### config.mk
export PLATFORM = sky130hd
export DESIGN_NAME = alu_muldiv
export DESIGN_NICKNAME = d
export VERILOG_FILES = /design/src/rtl/alu_muldiv.sv
export SDC_FILE = /design/constraint.sdc
export NUM_CORES = 1
export LEC_CHECK = 0
export BUFFER_PORTS_ARGS = -buffer_cell sky130_fd_sc_hd__buf_2
export CAP_MARGIN = 20
export CORE_MARGIN = 4
export CORE_UTILIZATION = 29
export DETAILED_ROUTE_END_ITERATION = 10
export PLACE_DENSITY = 0.55
export SYNTH_ARGS = -nofsm -noshare
export SYNTH_HDL_FRONTEND = slang
export SYNTH_SLANG_ARGS = --single-unit
### constraint.sdc
create_clock -name Clk -period 9.15 [get_ports Clk]
set_input_delay 0.915 -clock Clk [delete_from_list [all_inputs] [get_ports Clk]]
set_output_delay 0.915 -clock Clk [all_outputs]
set_load 0.05 [all_outputs]
### src/rtl/alu_muldiv.sv
`default_nettype none
// ============================================================================
// Module   : alu_muldiv
// Brief    : Multi-cycle EXE-stage ALU. Single-cycle add/sub/and/or/xor/slt,
//            iterative unsigned shift-add multiply and restoring divide.
// Revision : 1.0 - initial release
// ============================================================================
module alu_muldiv #(
    parameter int WIDTH = 32
) (
    input  logic             Clk,
    input  logic             Clrn,
    input  logic             Start,
    input  logic [WIDTH-1:0] X,
    input  logic [WIDTH-1:0] Y,
    input  logic [2:0]       Aluc,
    output logic [WIDTH-1:0] R,
    output logic [WIDTH-1:0] Hi,
    output logic             Z,
    output logic             V,
    output logic             Busy,
    output logic             Done
);

    localparam int                 c_cnt_w   = $clog2(WIDTH) + 1;
    localparam logic [c_cnt_w-1:0] c_cnt_last = c_cnt_w'(WIDTH - 1);
    localparam logic [c_cnt_w-1:0] c_cnt_one  = c_cnt_w'(1);

    localparam logic [2:0] c_op_add  = 3'd0;
    localparam logic [2:0] c_op_sub  = 3'd1;
    localparam logic [2:0] c_op_and  = 3'd2;
    localparam logic [2:0] c_op_or   = 3'd3;
    localparam logic [2:0] c_op_xor  = 3'd4;
    localparam logic [2:0] c_op_slt  = 3'd5;
    localparam logic [2:0] c_op_mulu = 3'd6;
    localparam logic [2:0] c_op_divu = 3'd7;

    localparam logic [0:0] c_st_idle = 1'b0;
    localparam logic [0:0] c_st_run  = 1'b1;

    logic [0:0]         r_state;
    logic [0:0]         w_state_nx;
    logic [c_cnt_w-1:0] r_cnt;
    logic [WIDTH-1:0]   r_hi;
    logic [WIDTH-1:0]   r_lo;
    logic [WIDTH-1:0]   r_opnd;
    logic               r_is_div;

    logic               w_accept;
    logic               w_multi;
    logic               w_last;
    logic [WIDTH-1:0]   w_sum;
    logic [WIDTH-1:0]   w_diff;
    logic [WIDTH-1:0]   w_res;
    logic [WIDTH-1:0]   w_hi;
    logic               w_v;
    logic [WIDTH:0]     w_mul_sum;
    logic [WIDTH:0]     w_rem_sh;
    logic [WIDTH:0]     w_rem_diff;
    logic [WIDTH-1:0]   w_hi_nx;
    logic [WIDTH-1:0]   w_lo_nx;

    assign w_accept = (r_state == c_st_idle) && Start;
    // A zero divisor is finished in one cycle and never enters RUN.
    assign w_multi  = (Aluc == c_op_mulu) || ((Aluc == c_op_divu) && (Y != '0));
    assign w_last   = (r_state == c_st_run) && (r_cnt == c_cnt_last);

    assign Busy = (r_state == c_st_run);
    assign Z    = (R == '0);

    always_ff @(posedge Clk) begin
        if (!Clrn) begin
            r_state <= c_st_idle;
        end else begin
            r_state <= w_state_nx;
        end
    end

    always_comb begin
        w_state_nx = r_state;
        case (r_state)
            c_st_idle: if (w_accept && w_multi) w_state_nx = c_st_run;
            c_st_run:  if (w_last)              w_state_nx = c_st_idle;
            default:                            w_state_nx = c_st_idle;
        endcase
    end

    assign w_sum  = X + Y;
    assign w_diff = X - Y;

    always_comb begin
        w_res = '0;
        w_hi  = '0;
        w_v   = 1'b0;
        case (Aluc)
            c_op_add: begin
                w_res = w_sum;
                w_v   = (X[WIDTH-1] == Y[WIDTH-1]) && (w_sum[WIDTH-1] != X[WIDTH-1]);
            end
            c_op_sub: begin
                w_res = w_diff;
                w_v   = (X[WIDTH-1] != Y[WIDTH-1]) && (w_diff[WIDTH-1] != X[WIDTH-1]);
            end
            c_op_and: w_res = X & Y;
            c_op_or:  w_res = X | Y;
            c_op_xor: w_res = X ^ Y;
            c_op_slt: w_res = {{(WIDTH-1){1'b0}}, $signed(X) < $signed(Y)};
            c_op_divu: begin
                w_res = '1;
                w_hi  = X;
            end
            default: w_res = '0;
        endcase
    end

    // One iteration step; {r_hi, r_lo} is the product or {remainder, quotient}.
    assign w_mul_sum  = {1'b0, r_hi} + (r_lo[0] ? {1'b0, r_opnd} : '0);
    assign w_rem_sh   = {r_hi, r_lo[WIDTH-1]};
    assign w_rem_diff = w_rem_sh - {1'b0, r_opnd};

    always_comb begin
        w_hi_nx = w_mul_sum[WIDTH:1];
        w_lo_nx = {w_mul_sum[0], r_lo[WIDTH-1:1]};
        if (r_is_div) begin
            if (!w_rem_diff[WIDTH]) begin
                w_hi_nx = w_rem_diff[WIDTH-1:0];
                w_lo_nx = {r_lo[WIDTH-2:0], 1'b1};
            end else begin
                w_hi_nx = w_rem_sh[WIDTH-1:0];
                w_lo_nx = {r_lo[WIDTH-2:0], 1'b0};
            end
        end
    end

    always_ff @(posedge Clk) begin
        if (!Clrn) begin
            R        <= '0;
            Hi       <= '0;
            V        <= 1'b0;
            Done     <= 1'b0;
            r_cnt    <= '0;
            r_hi     <= '0;
            r_lo     <= '0;
            r_opnd   <= '0;
            r_is_div <= 1'b0;
        end else begin
            Done <= 1'b0;
            if (r_state == c_st_idle) begin
                if (w_accept) begin
                    if (w_multi) begin
                        r_cnt    <= '0;
                        r_hi     <= '0;
                        r_is_div <= (Aluc == c_op_divu);
                        r_lo     <= (Aluc == c_op_divu) ? X : Y;
                        r_opnd   <= (Aluc == c_op_divu) ? Y : X;
                    end else begin
                        R    <= w_res;
                        Hi   <= w_hi;
                        V    <= w_v;
                        Done <= 1'b1;
                    end
                end
            end else begin
                r_hi <= w_hi_nx;
                r_lo <= w_lo_nx;
                if (w_last) begin
                    R    <= w_lo_nx;
                    Hi   <= w_hi_nx;
                    V    <= 1'b0;
                    Done <= 1'b1;
                end else begin
                    r_cnt <= r_cnt + c_cnt_one;
                end
            end
        end
    end

endmodule
`default_nettype wire

After elaboration in Yosys (flattened, before gate mapping)
Index checks and enable logic that the tools add are counted.
- shift-type cells: 0
- divide/modulo/power cells: 0
- bitwise logic cells: 4
- equality and inequality tests: 15
- mux-type cells: 39
- reductions and logical operators: 16
- multiply operators: 0
- $lt $le $gt $ge: 1
- add/subtract/negate cells: 5
- operators with widths (kind ; count):
    two-way mux 32 bit ; 21
    case mux 32 bit (7 select lines) ; 1
    adder 32 x 32 -> 33 bit ; 1
    subtractor 33 x 32 -> 33 bit ; 1
    adder 32 bit ; 1
    bitwise AND 32 bit ; 1
    zero test 32 bit ; 1
    < comparator 32 bit ; 1
    bitwise OR 32 bit ; 1
    nonzero test 32 bit ; 1
    subtractor 32 bit ; 1
    bitwise XOR 32 bit ; 1
    two-way mux 6 bit ; 4
    equality test 3 bit (second input constant) ; 4
    two-way mux 1 bit ; 11
    AND reduction 3 bit ; 3
    adder 6 x 1 -> 6 bit (second input constant) ; 1
    equality test 3 x 2 -> 1 bit (second input constant) ; 2
    equality test 6 x 5 -> 1 bit (second input constant) ; 1
    logical AND 1 bit ; 6
    inequality test 2 bit (second input constant) ; 2
    case mux 1 bit (2 select lines) ; 2
    nonzero test 2 bit ; 2
    equality test 3 x 1 -> 1 bit (second input constant) ; 1
    other kinds (7) ; 9
- word-level logic and storage cells: 90
- memories: 0
- memory bits (writable): 0
- register bits after elaboration: 170
- input bits: 70
- bits in latches: 0
- ROM bits: 0

Longest topological paths before layout
Gate-level depths: netlist of the first run.
- depth in word-level cells: 7
- depth in mapped cells: 17
- mapped depth without buffers: 14

Worst setup path after synthesis of the first run
No wires, ideal clock.
- path kind: input port to flip-flop
- start point: input X[0]
- end point: register R[0]
- library setup time: 125 ps
- data arrival time: 3665 ps
- slack: 5360 ps
- cell stages on the path: 13
- path buffers: 0
- data required time: 9025 ps
- path through: inv_1 > ha_1 > fa_1 > or2_1 > a221oi_1 > o311ai_1 > a2111oi_1 > o31ai_1 > nand3_1 > a211o_1 > a211oi_1 > a2111oi_2 > nor2_1
- word-level cells in the longest chain between the ends: 5
- elaborated cells between the ends (all ways): 10
- ends and longest elaborated chain (item ; line ; text):
    start, declared ; 14 ; input logic [WIDTH-1:0] X,
    subtractor 32 bit, or another cell as far along ; 89 ; assign w_diff = X - Y;
    case mux 32 bit (7 select lines) * ; 95 ; case (Aluc)
    two-way mux 32 bit * ; 150 ; if (w_multi) begin
    two-way mux 32 bit * ; 149 ; if (w_accept) begin
    two-way mux 32 bit * ; 148 ; if (r_state == c_st_idle) begin
    end signal, assigned ; 157 ; R <= w_res;
    end signal, assigned ; 167 ; R <= w_lo_nx;
    end, declared ; 17 ; output logic [WIDTH-1:0] R,
Every way passes the cells marked *; elsewhere a longest branch is shown, timed or not. The select of a mux whose other input is x is not followed.
A chain may end at the register's enable or synchronous reset.

Worst setup path in the final report of the first run
- start point: register r_lo[31]
- end point: register r_hi[22]
- word-level cells in the longest chain between the ends: 4
- ends and longest elaborated chain (item ; line ; text):
    start, declared ; 45 ; logic [WIDTH-1:0] r_lo;
    start signal, assigned ; 154 ; r_lo <= (Aluc == c_op_divu) ? X : Y;
    start signal, assigned ; 165 ; r_lo <= w_lo_nx;
    subtractor 33 x 32 -> 33 bit ; 119 ; assign w_rem_diff = w_rem_sh - {1'b0, r_opnd};
    two-way mux 32 bit ; 125 ; if (!w_rem_diff[WIDTH]) begin
    two-way mux 32 bit ; 124 ; if (r_is_div) begin
    two-way mux 32 bit ; 148 ;
    end signal, assigned ; 164 ; r_hi <= w_hi_nx;
    end, declared ; 44 ; logic [WIDTH-1:0] r_hi;
Every way passes these cells.

==> impl_metrics.yaml, run 1 <==
outcome:
  run_status: "complete, no violations"
synth:
  synthMostInstantiatedCell: "sky130_fd_sc_hd__a21oi_1"
  synth-warning-count: 0
  ys.flop_type: "sky130_fd_sc_hd__dfxtp_1"
  netlist_top_cells_area: "sky130_fd_sc_hd__dfxtp_1 20%, sky130_fd_sc_hd__ha_1 13%, sky130_fd_sc_hd__a21oi_1 9.2%"
  synth_common_cells: "318 x sky130_fd_sc_hd__a21oi_1, 269 x sky130_fd_sc_hd__nor2_1, 219 x sky130_fd_sc_hd__nand2_1"
  synth.distinct_cells: 88
  mappedNetlistNets: 2679
  post_synth_inst_count: 2427
  seq_total_area_yosys_pct: 19.7
  synth_enable_flop_cells: 0
  synth-async-reset-ratio_pct: 0
  ys_ff_latch: 170
  synth_area_um2: 17300
  netlist.top_cell.by_area: "sky130_fd_sc_hd__dfxtp_1"
  synth_largest_type_area_fraction_pct: 19.7
  post_synth.cell_area_avg_um2: 7.12
floorplanning:
  starting_density_pct: 29.3
  die_height_um: 252
  std_cell_rows: 89
  die_area_um2: 63500
  coreArea_um2: 59000
  die_x_um: 252
  boundaryPins: 138
setup_path:
  cp_data_arrival_time_ns: 4.85
  crit-reg2reg-capture: "r_hi[22]"
  critical_path_class: "register to register"
  startpoint_of_the_lowest_slack_register_to_register_path: "r_lo[31]"
  cp-start-kind: "register"
  crit_path_end_kind: "register"
  worst_r2r_path_depth: 15
  critPathMaxFanout: 42
  ff2ff_setup_slack_ns: 4.61
  worstPathRequired_ns: 9.45
clocking:
  clock_transition_at_the_registers_of_the_reported_paths_ns: 0.08
  ctsRootBufferMaster: "sky130_fd_sc_hd__clkbuf_16"
  post_cts_buffers: 0
  clock_latency_ns: 0.46
  clock_sinks: 170
  holdBufCountCts: 0
  post_cts_resized: 0
  cts-root-to-sink-buffers: 2
  cts_max_level: 4
  clock_tree_from_tritoncts: "built"
  cts_inserted_buffers: 17
global_route:
  grt_pass1_wl_um: 112000
  grt_start_max_net_pins: 66
  globalRouteOverflowTotal: 0
  grt_antenna_before_repair: 2
  number_of_global_route_vias_before_repair: 17800
  grt_use_total_pct: 22.6
timing:
  finalWorstPathRequiredPeriod_ns: 4.54
  final_hold_vio_count: 0
  drv_slew: 0
  fin_worst_skew_ns: 0.0126
  maximum_clock_frequency_mhz: 220
  setup_repair_after_global_routing_missed_its_margin: "no"
  final.hold.worst_slack_ns: 0.481
  fraction_of_the_cycle_the_final_worst_path_needs_pct: 49.7
  final-setup-viol-count: 0
  worst-slew-pin-transition_ns: 1.16
  timing.max_slew.rel_slack_pct: 21.9
  fin_setup_tns_ns: 0
cells_and_area:
  drive_gt1_share_pct: 10.7
  diodes: 0
  growth_of_design_area_from_synthesis_to_finish_pct: 11.4
  layout.nets: 2713
routing:
  drt_drc: 0
  vias_per_cell: 5.85
  wire_per_inst_um: 23.0
  drt-initial-drc-count: 2068
  firstDrtPassIters: 8
  antenna_violating_nets_post_route: 0
  num_vias: 19000
  routed_wirelength_um: 74800
worst_hold_path:
  worst_hold_path_cell_count: 2
  hold_start: "r_lo[15]"
  path_type_of_the_worst_min_delay_path: "register to register"
  hold_path_end: "r_lo[15]"
power_and_ir_drop:
  power.leakage_uw: 0.00822
  p_per_area_nw_per_um2: 133
  worst_ir_drop_vdd_mv: 0.116
  power_uw: 2560
placed_design:
  place.detailed.hpwl_um: 57200
  port-buffer-count: 137
  gp_congestion: 0.991
job:
  drv_cap: 0
==> state kept, by name, summed over array words and instances (netlist names) <==
| signal | count |
|---|---|
| Busy | 1 |
| r_is_div | 1 |
| Hi | 32 |
| R | 32 |
| r_hi | 32 |
| Done | 1 |
| V | 1 |
| r_opnd | 32 |
| r_cnt | 6 |
| r_lo | 32 |
==> kinds of logic after synthesis <==
family,count (synthesis),synth area share [%]
adder cells (fa/ha/maj),182,13.4
multiplexers,60,3.60
AND/OR/NAND/NOR,760,20.1
flip-flops,170,19.7
buffers and inverters,299,6.72
XOR/XNOR,76,3.85
AO/OA/AOI/OAI,880,32.7
==> stage by stage <==
stage | setup WS (ns) | instances | utilization [%] | cell area [um^2]
floorplan | 5.36 | 2427 | - | 17300
global placement | 4.29 | 3214 | 31.5 | 18600
detailed placement | 4.18 | 3214 | 31.5 | 18600
CTS | 4.58 | 3246 | 32.6 | 19200
global route | 4.38 | 3247 | 32.6 | 19200
finish | 4.61 | 3247 | 32.6 | 19200
==> worst max-delay path by stage <==
stage | start | slack (ns) | to | cells after the start
final | r_lo[31] | 4.61 | r_hi[22] | 15
after global placement | Aluc[0] | 4.29 | R[24] | 11
after CTS | r_lo[31] | 4.58 | r_hi[22] | 15
after detailed placement | Aluc[0] | 4.18 | R[24] | 11
after floorplan | X[0] | 5.36 | R[0] | 13
after global routing | Aluc[0] | 4.38 | R[24] | 11
==> placed cells by master, fill, tap and decap left out, types with 18 or more instances in the layout <==
cell	n
sky130_fd_sc_hd__a21o_1	58
sky130_fd_sc_hd__and2_1	53
sky130_fd_sc_hd__nand2b_1	18
sky130_fd_sc_hd__a31oi_1	25
sky130_fd_sc_hd__dfxtp_1	168
sky130_fd_sc_hd__nor4_1	27
sky130_fd_sc_hd__o21ai_0	155
sky130_fd_sc_hd__ha_1	178
sky130_fd_sc_hd__buf_4	30
sky130_fd_sc_hd__nand4_1	21
sky130_fd_sc_hd__buf_2	138
sky130_fd_sc_hd__inv_1	142
sky130_fd_sc_hd__nor3_1	39
sky130_fd_sc_hd__xor2_1	26
sky130_fd_sc_hd__o211ai_1	62
sky130_fd_sc_hd__o21a_1	26
sky130_fd_sc_hd__nand3_1	46
sky130_fd_sc_hd__nor2_1	263
sky130_fd_sc_hd__a211oi_1	41
sky130_fd_sc_hd__xnor2_1	50
sky130_fd_sc_hd__nand2_1	218
sky130_fd_sc_hd__a21oi_1	317
sky130_fd_sc_hd__mux2i_1	46
==> power breakdown <==
part           internal [uW]  switching [uW]  leakage (uW)
Combinational            276             618       0.00651
Sequential               785            53.7       0.00139
Clock                    473             355      0.000320
Total                   1530            1030       0.00822
==> layer usage <==
| metal | part of all wire (%) | global-route usage, % |
|---|---|---|
| met1 | 43 | 30.5 |
| met2 | 44 | 36.1 |
| met3 | 8.8 | 4.06 |
| met4 | 4.0 | 8.34 |
| met5 | 0.017 | 0 |
==> critical path, cell delays in order, from the launching register on <==
cell	delay, ns
sky130_fd_sc_hd__dfxtp_1	0.31
sky130_fd_sc_hd__inv_1	0.18
sky130_fd_sc_hd__ha_1	0.22
sky130_fd_sc_hd__inv_1	0.06
sky130_fd_sc_hd__fa_1	0.43
sky130_fd_sc_hd__a21oi_1	0.30
sky130_fd_sc_hd__o211ai_1	0.21
sky130_fd_sc_hd__and4b_1	0.30
sky130_fd_sc_hd__nor3_2	0.19
sky130_fd_sc_hd__a21oi_2	0.12
sky130_fd_sc_hd__o311ai_1	0.48
sky130_fd_sc_hd__or2_2	0.19
sky130_fd_sc_hd__buf_4	0.51
sky130_fd_sc_hd__mux2_2	0.41
sky130_fd_sc_hd__a22oi_1	0.33
sky130_fd_sc_hd__a21oi_1	0.13
==> cell type report <==
type | instances | area, um^2
clock buffer | 18 | 439
clock inverter | 14 | 209
fill | 6370 | 39800
inverter | 146 | 548
multi-input combinational | 1958 | 12800
sequential | 170 | 3410
tap | 773 | 967
timing repair buffer | 168 | 916
Power figures use the tool's default switching activity.
==> inputs of run 2 (changes only) <==
Settings changed: ABC_AREA set to 1, PLACE_DENSITY 0.55 to 0.54.
Clock period 9.15 ns to 4.22 ns, I/O delays scaled along.
==> run 2 against run 1 <==
Compared with the run above: power grew 120%; flip-flop and latch count is the same; synthesized cell count grew 37%; fmax grew 39%; core utilization shrank 0.059 points; sequential power grew 110%; clock skew grew 0.0043 ns; critical path type unchanged; combinational power grew to 2.5 times the previous value; design area grew 9.6%; clock power grew 100%; highest routed layer is now met4.
==> impl_metrics.yaml, run 2 <==
setup_path:
  worstPathRequired_ns: 4.66
  crit_path_end_kind: "register"
  crit_family: "compound AO/OA/AOI/OAI gates"
  cp_data_arrival_time_ns: 3.70
  critPathMaxFanout: 12
  crit_path_max_incr_delay_ns: 0.56
  critical_path_cell_by_cell: "nand2_1 > inv_1 > ha_1 > inv_1 > fa_1 > inv_1 > nand2_1 > o21ai_2 > a21oi_1 > o21ai_0 > nand2_1 > nand3_1 > nand3_1 > nand2_1 > nand2_1 > a21oi_1"
  worst_path_most_repeated_cell: "sky130_fd_sc_hd__nand2_1"
  cp-start-kind: "register"
  path_buf_inv: 3
  cpMaxStageDelayCell: "sky130_fd_sc_hd__dfxtp_1"
  critical_path_class: "register to register"
clocking:
  clock_tree_from_tritoncts: "built"
  ctsRootBufferMaster: "sky130_fd_sc_hd__clkbuf_16"
  post_cts_buffers: 0
  post_cts_resized: 0
  holdBufCountCts: 0
  clock_transition_at_the_registers_of_the_reported_paths_ns: 0.08
  clock_sinks: 170
  clock_latency_ns: 0.50
  cts_inserted_buffers: 17
  cts-root-to-sink-buffers: 2
  cts_max_level: 4
synth:
  synth-async-reset-ratio_pct: 0
  combinational_family_with_the_most_area_after_synthesis: "simple AND/OR/NAND/NOR gates"
  synthMuxAreaShare_pct: 0
  post_synth.cell_area_avg_um2: 5.73
  synth_area_um2: 19100
  synth.distinct_cells: 51
  synth_compound_area_share_pct: 22.3
  netlist.top_cell.by_area: "sky130_fd_sc_hd__dfxtp_1"
  synth_simple_gate_area_share_pct: 34.2
  post_synth_inst_count: 3327
  synth_enable_flop_cells: 0
  synth_common_cells: "869 x sky130_fd_sc_hd__nand2_1, 473 x sky130_fd_sc_hd__inv_1, 377 x sky130_fd_sc_hd__a21oi_1"
  synthMostInstantiatedCell: "sky130_fd_sc_hd__nand2_1"
  synth_largest_type_area_fraction_pct: 17.8
  seq_total_area_yosys_pct: 17.8
  share_of_synthesized_cell_area_in_full_adder_half_adder_and_majority_cells_pct: 12.1
  ys.flop_type: "sky130_fd_sc_hd__dfxtp_1"
  mappedNetlistNets: 3579
  yosys.area_share.xor_xnor_pct: 0.964
  netlist_top_cells_area: "sky130_fd_sc_hd__dfxtp_1 18%, sky130_fd_sc_hd__nand2_1 17%, sky130_fd_sc_hd__ha_1 12%"
  ys_ff_latch: 170
  synth-warning-count: 0
routing:
  routed_wirelength_um: 87100
  num_vias: 22500
  antenna_violating_nets_post_route: 0
  drt_drc: 0
  drt-initial-drc-count: 2190
  firstDrtPassIters: 6
  wire_per_inst_um: 20.5
  vias_per_cell: 5.29
floorplanning:
  starting_density_pct: 29.4
  boundaryPins: 138
  die_height_um: 264
  coreArea_um2: 64800
  die_area_um2: 69900
  std_cell_rows: 93
  die_x_um: 264
cells_and_area:
  finish.cell_count_without_fillers: 4251
  final_design_area_no_fill_um2: 21100
  drive_gt1_share_pct: 7.51
  commonest_cells_after_routing_fill_and_taps_aside: "868 x sky130_fd_sc_hd__nand2_1, 470 x sky130_fd_sc_hd__inv_1, 376 x sky130_fd_sc_hd__a21oi_1, 312 x sky130_fd_sc_hd__nor2_1, 296 x sky130_fd_sc_hd__o21ai_0"
  layout.nets: 3635
  growth_of_design_area_from_synthesis_to_finish_pct: 10.6
  layout_commonest_cell: "sky130_fd_sc_hd__nand2_1"
timing:
  final-setup-viol-count: 0
  fraction_of_the_cycle_the_final_worst_path_needs_pct: 77.4
  setup_repair_after_global_routing_missed_its_margin: "no"
  finalWorstPathRequiredPeriod_ns: 3.27
  drv_slew: 0
  worst-slew-pin-transition_ns: 1.15
  timing.final.ws_setup_ns: 0.954
  timing.max_slew.rel_slack_pct: 22.8
  maximum_clock_frequency_mhz: 306
  fin_setup_tns_ns: 0
  final_hold_vio_count: 0
  fin_worst_skew_ns: 0.0169
placed_design:
  port-buffer-count: 137
  place_ws_ns: 0.856
  gp_congestion: 0.994
  cell_total_after_placement: 4218
  place.detailed.hpwl_um: 69800
  dpl-instance-area_um2: 20500
global_route:
  grt_pass1_wl_um: 130000
  number_of_global_route_vias_before_repair: 21400
  grt_antenna_before_repair: 1
  globalRouteOverflowTotal: 0
  grt_start_max_net_pins: 74
  grt_use_total_pct: 24.1
outcome:
  run_status: "complete, no violations"
job:
  drv_cap: 0
power_and_ir_drop:
  worst_ir_drop_vdd_mv: 0.312
  p_per_area_nw_per_um2: 271
  power.leakage_uw: 0.0108
  power_uw: 5730
worst_hold_path:
  path_type_of_the_worst_min_delay_path: "primary input to register"
run 2: cell types whose count changed after synthesis, moves of 45 or more:
cell,change
sky130_fd_sc_hd__a21oi_1,+59
sky130_fd_sc_hd__mux2i_1,-46
sky130_fd_sc_hd__o211ai_1,-58
sky130_fd_sc_hd__nor2_1,+45
sky130_fd_sc_hd__o21ai_0,+140
sky130_fd_sc_hd__inv_1,+330
sky130_fd_sc_hd__nand2_1,+650
sky130_fd_sc_hd__nand3_1,+200
sky130_fd_sc_hd__and2_1,-47
sky130_fd_sc_hd__a21o_1,-50
run 2: kinds of logic after synthesis:
logic type / after synthesis
compound gates: 783
buf+inv: 616
flops: 170
fa+ha+maj: 182
simple gates: 1555
xor+xnor: 21
run 2: tightest hold or removal path: stages:
cell and delay (ns):
sky130_fd_sc_hd__buf_2 0.15, sky130_fd_sc_hd__nand2_1 0.07, sky130_fd_sc_hd__a31oi_1 0.07
run 2: cell type report:
cell class | count | area, um^2
diodes | 1 | 2.50
clock buffers | 18 | 439
clock inverters | 13 | 131
fillers | 7412 | 43700
inverters | 487 | 1830
multi-input cells | 2541 | 13300
flip-flops and latches | 170 | 3410
well taps | 855 | 1070
repair buffers | 166 | 931
run 2: layer usage:
metal  up-vias  part of all wire (%)  routed length, um  track usage (%)
met1     10400                    43              37100             31.1
met2       888                    46              40100             40.2
li1      11000                     -                  -                -
met5         -                     0                  0                0
met3       160                   6.8               5890             3.42
met4         0                   4.6               4040             10.2
run 2: worst paths after layout:
path	from	to	slack [ns]	cells past startpoint
max	r_lo[0]	Hi[25]	0.95	16
min	Y[0]	r_opnd[0]	0.27	3
max reg2reg	r_lo[0]	Hi[25]	0.95	16
min reg2reg	r_opnd[19]	r_opnd[19]	0.49	2
run 2: metrics by stage:
| stage | utilization, % | hold slack [ns] |
|---|---|---|
| finish | 32.6 | 0.275 |
| global route | 32.6 | 0.281 |
| CTS | 32.5 | 0.245 |
| detailed placement | 31.6 | 0.473 |
| global placement | 31.6 | 0.465 |
| floorplan | - | 0.448 |
run 2: where the power goes:
| group | internal (uW) | switching [uW] |
|---|---|---|
| clock network | 838 | 823 |
| logic | 609 | 1650 |
| registers | 1710 | 89.3 |
| total | 3160 | 2570 |
